File: config.mk
export PLATFORM = sky130hd
export DESIGN_NAME = port_allocator_rr
export DESIGN_NICKNAME = d
export VERILOG_FILES = /design/src/rtl/port_allocator_rr.sv
export SDC_FILE = /design/constraint.sdc
export NUM_CORES = 1
export LEC_CHECK = 0
export BUFFER_PORTS_ARGS = -buffer_cell sky130_fd_sc_hd__buf_2
export CAP_MARGIN = 15
export CORE_ASPECT_RATIO = 2
export CORE_MARGIN = 5
export CORE_UTILIZATION = 30
export CTS_CLUSTER_SIZE = 25
export DETAILED_ROUTE_END_ITERATION = 8
export PLACE_DENSITY = 0.52
export SETUP_SLACK_MARGIN = 0.15
export SLEW_MARGIN = 20
export SYNTH_ARGS = -nofsm -noshare
export SYNTH_HDL_FRONTEND = slang
export SYNTH_SLANG_ARGS = --single-unit
File: constraint.sdc
create_clock -name clk -period 6.52 [get_ports clk]
set_clock_uncertainty 0.2 [all_clocks]
set_input_delay 0.978 -clock clk [delete_from_list [all_inputs] [get_ports clk]]
set_output_delay 0.978 -clock clk [all_outputs]
set_load 0.02 [all_outputs]
File: src/rtl/port_allocator_rr.sv
`default_nettype none
// ----------------------------------------------------------------------------
// port_allocator_rr : wormhole output-port allocator, per-output RR arbitration
// Revision 1.0 - initial release
// ----------------------------------------------------------------------------
module port_allocator_rr #(
   parameter int PORTS     = 5,
   parameter int LOG_PORTS = 3
) (
   input  logic                         clk,
   input  logic                         rst,
   input  logic [PORTS-1:0]             req_valid_i,
   input  logic [PORTS*LOG_PORTS-1:0]   req_outport_i,
   input  logic [PORTS-1:0]             req_tail_i,
   input  logic [PORTS-1:0]             out_ready_i,
   output logic [PORTS-1:0]             in_grant_o,
   output logic [PORTS-1:0]             out_occupied_o,
   output logic [PORTS*LOG_PORTS-1:0]   out_owner_o,
   output logic                         bad_req_o
);

   typedef logic [LOG_PORTS-1:0] port_id_t;

   typedef enum logic [0:0] {
      ST_FREE   = 1'b0,
      ST_LOCKED = 1'b1
   } state_e;

   state_e   state_q [PORTS];
   state_e   state_d [PORTS];
   port_id_t owner_q [PORTS];
   port_id_t owner_d [PORTS];
   port_id_t ptr_q   [PORTS];
   port_id_t ptr_d   [PORTS];
   logic     bad_q;
   logic     bad_d;

   port_id_t         w_req_port [PORTS];
   logic [PORTS-1:0] w_owns_any;
   logic [PORTS-1:0] w_grant;

   always_comb begin
      for (int i = 0; i < PORTS; i++) begin
         w_req_port[i] = req_outport_i[i*LOG_PORTS +: LOG_PORTS];
      end
   end

   // An input already holding an output is kept out of every other candidate set.
   always_comb begin
      w_owns_any = '0;
      for (int o = 0; o < PORTS; o++) begin
         for (int i = 0; i < PORTS; i++) begin
            if (state_q[o] == ST_LOCKED && owner_q[o] == port_id_t'(i)) begin
               w_owns_any[i] = 1'b1;
            end
         end
      end
   end

   always_comb begin
      bad_d = bad_q;
      for (int i = 0; i < PORTS; i++) begin
         if (req_valid_i[i] && (int'(w_req_port[i]) >= PORTS)) begin
            bad_d = 1'b1;
         end
      end
   end

   always_comb begin
      int   idx;
      int   win;
      int   nxt;
      int   own;
      logic found;
      logic xfer;
      w_grant = '0;
      idx     = 0;
      win     = 0;
      nxt     = 0;
      own     = 0;
      found   = 1'b0;
      xfer    = 1'b0;
      for (int o = 0; o < PORTS; o++) begin
         state_d[o] = state_q[o];
         owner_d[o] = owner_q[o];
         ptr_d[o]   = ptr_q[o];
         if (state_q[o] == ST_FREE) begin
            found = 1'b0;
            win   = 0;
            for (int k = 0; k < PORTS; k++) begin
               idx = int'(ptr_q[o]) + k;
               if (idx >= PORTS) begin
                  idx = idx - PORTS;
               end
               if (!found && req_valid_i[idx] && !w_owns_any[idx] &&
                   w_req_port[idx] == port_id_t'(o)) begin
                  found = 1'b1;
                  win   = idx;
               end
            end
            if (found) begin
               nxt = win + 1;
               if (nxt >= PORTS) begin
                  nxt = 0;
               end
               state_d[o] = ST_LOCKED;
               owner_d[o] = port_id_t'(win);
               ptr_d[o]   = port_id_t'(nxt);
            end
         end else begin
            own  = int'(owner_q[o]);
            xfer = req_valid_i[own] && out_ready_i[o] && (w_req_port[own] == port_id_t'(o));
            if (xfer) begin
               w_grant[own] = 1'b1;
               if (req_tail_i[own]) begin
                  state_d[o] = ST_FREE;
                  owner_d[o] = '0;
               end
            end
         end
      end
   end

   always_ff @(posedge clk or posedge rst) begin
      if (rst) begin
         for (int o = 0; o < PORTS; o++) begin
            state_q[o] <= ST_FREE;
            owner_q[o] <= '0;
            ptr_q[o]   <= '0;
         end
         bad_q <= 1'b0;
      end else begin
         for (int o = 0; o < PORTS; o++) begin
            state_q[o] <= state_d[o];
            owner_q[o] <= owner_d[o];
            ptr_q[o]   <= ptr_d[o];
         end
         bad_q <= bad_d;
      end
   end

   // Grants are suppressed for as long as reset is held, not just until the next edge.
   always_comb begin
      in_grant_o = rst ? '0 : w_grant;
      for (int o = 0; o < PORTS; o++) begin
         out_occupied_o[o]                         = (state_q[o] == ST_LOCKED);
         out_owner_o[o*LOG_PORTS +: LOG_PORTS]     = owner_q[o];
      end
   end

   assign bad_req_o = bad_q;

endmodule
`default_nettype wire

==> impl_metrics.ini <==
[grt]
grt_max_degree = 37
grt_usage_pct = 22.7
grt-ovfl-total = 0
grt_pass1_vias = 13100
grt_pass1_wl_um = 74900
antenna_found_initial = 0

[cts]
cts.htree.levels = 2
cts_max_path_buffers = 2
holdBufCountCts = 0
numCtsBuffers = 5
clock-root-buffer = clkbuf_16
path_clk_slew_ps = 70
clock-sinks = 36
clock_latency_ps = 310
cts_tree = yes

[critical_path]
startpoint_type = flip-flop
worstPathMaxFanout = 25
cp_cell_sequence = buf_4 > ha_1 > xor2_1 > a211oi_1 > a21oi_1 > buf_4 > mux2_2 > a22oi_1 > a32o_1 > nand2_1 > o22a_1 > o211ai_1 > a21oi_1 > inv_1 > ha_1 > nand3_1 > nand2b_1 > ha_1 > nor4_1 > nand2_1 > nor3_1 > nand3_1 > a22o_1 > o41ai_2
slowest_delay_ps = 380
crit_family = compound AO/OA/AOI/OAI gates
endpoint_kind = flip-flop
cp_common_cell = ha_1
crit_buf_inv = 3
cp_data_arrival_time_ps = 6000
required_ps = 6510
critical_path_class = reg2reg
cp_slowest_cell = xor2_1

[power_and_ir_drop]
leakage_nw = 5.26
power_mw = 5.08
vdd_drop_max_mv = 0.197
power_per_cell_area_nw_per_um2 = 399

[die]
die_w_um = 147
start_util_pct = 30.2
rows = 100
die_y_um = 284
coreArea_um2 = 37200
ioPinCount = 58
die-area_um2 = 41700

[yosys]
synth_top_area_share_pct = 13.4
synth_seq_cells = 36
ys_warn_count = 0
synth.largest_area_cell = ha_1
syn_area_um2 = 11200
synth_edf_count = 0
synthArstFlopShare_pct = 100
ys_seq_area_share_pct = 8.02
ys.flop_type = dfrtp_1
synth.area.top_cells = ha_1 (13%), dfrtp_1 (8.0%), nand2_1 (5.2%)
synth_cell_types = 106
synthCells = 1597
syn_area_per_cell_um2 = 7.04

[layout]
nNetsFinal = 1833
final_cells = 2135
antenna-diode-count = 0
utilization_pct = 34.2
area_growth_pct = 13.1
drive_above_1_share_pct = 14.1
stdcell_area_um2 = 12700

[timing]
post-route-period-util_pct = 92.2
maxSlewViolCount = 0
relSlewSlack_pct = 28.9
worst_slack_ps = 510
worst_slew_pin_slew_ps = 1060
report.final.setup_viol = 0
rsz0062_at_grt = no
tns_ps = 0
period_needed_ps = 6010
maxClockFrequency_mhz = 166
whs_ps = 322
finalHoldViolations = 0

[route]
drt_iter0_markers = 1000
viasPerCell = 6.25
routed-via-count = 13400
drc = 0
drt-total-wl_um = 49100
drt_pass1_iterations = 6
wl_per_cell_um = 23.0
final_antenna_net_count = 0

[placement]
dp_cells = 2125
gp_congestion = 1.05
dp_slack_ps = -336
hpwl_um = 39300
place_area_um2 = 12400
io_buffers = 57

[hold_path]
hold_class = reg2reg

[job]
cap_violations = 0

[status]
status = finished clean
## what timing repair did
item	4_1_cts	5_1_grt
buffers inserted	0	3
gates resized for setup	3	24
pin swaps	0	2
setup endpoints to repair	3	9
## final timing paths
path	startpoint	end	slack [ps]	cells past startpoint
setup / recovery	ptr_q[9]	ptr_q[9]	510	24
hold / removal	bad_req_o	bad_req_o	320	1
setup reg to reg	ptr_q[9]	ptr_q[9]	510	24
hold reg to reg	bad_req_o	bad_req_o	320	1
max in group asynchronous	rst	out_owner_o[3]	5010	3
min in group asynchronous	rst	out_owner_o[12]	690	3
## registers in the layout, indices dropped and copies added, names as in the netlist
| register | count |
|---|---|
| ptr_q | 15 |
| out_occupied_o | 5 |
| bad_req_o | 1 |
| out_owner_o | 15 |
## power by group
| part | internal [mW] | switching, mW |
|---|---|---|
| Clock | 0.161 | 0.123 |
| Combinational | 1.62 | 2.75 |
| Sequential | 0.286 | 0.136 |
| Total | 2.06 | 3.01 |
## cell families (layout without fill, tap and decap cells)
kind of cell / count (synthesis) / in the layout / share of synthesized area (%)
AOI/OAI and AO/OA: 491 / 491 / 30.4
xor gates and xnor gates: 18 / 18 / 1.40
adders and majority gates: 125 / 125 / 14.2
buffers and inverters: 172 / 227 / 6.21
DFF: 36 / 36 / 8.02
muxes: 70 / 70 / 6.75
other: 1 / 25 / 0.0334
and+or+nand+nor: 684 / 684 / 32.9
## worst reg2reg max path: cells and delay by family (launching register included)
kind                     cells  cell delay (ps)
AO/OA/AOI/OAI                9             2010
AND/OR/NAND/NOR              7             1230
adder cells (fa/ha/maj)      3              820
buffers and inverters        3              560
XOR/XNOR                     1              380
flip-flops                   1              370
multiplexers                 1              340
## Yosys cell counts, types with 15 or more instances
cell type / instances
nand2_1: 157
nor2_1: 124
ha_1: 120
a21oi_1: 102
o21ai_0: 87
nand3_1: 80
inv_1: 75
clkbuf_1: 66
nor3_1: 56
mux2i_1: 42
dfrtp_1: 36
nor4_1: 34
a31oi_1: 27
o22ai_1: 27
a211oi_1: 26
mux2_2: 26
nor2b_1: 26
nand2b_1: 24
nand4_1: 22
a21o_1: 20
nand3b_1: 19
nor4b_1: 19
and3_1: 17
buf_2: 15
nor3b_1: 15
## cells in the final DEF (no fill, tap or decap), drive strengths merged, types with 14 or more instances in the layout
cell type and instances:
conb 25, inv 74, nor2b 28, nor3 58, buf 142, ha 120
nand2b 24, nor4 35, nand4 22, nor2 125, nand3 81, a21o 20
nand3b 19, a21oi 103, a211oi 27, nor4b 22, and3 18, a31oi 27
o22ai 27, nand2 157, dfrtp 36, nor3b 15, mux2i 42, mux2 26
o21ai 91, or3 14
## area by class of cell
class | count | area [um2]
well taps | 459 | 574
multi-input cells | 1413 | 9870
repair buffers | 142 | 923
fillers | 3990 | 24400
clock buffers | 7 | 153
inverters | 78 | 297
flip-flops and latches | 36 | 902
## layer usage
metal  wire (um)  track usage (%)
met4        4740             18.0
met1       16400             22.0
met3        2500             3.13
met5           0                0
met2       25400             42.2
(Power assumes the default switching activity.)
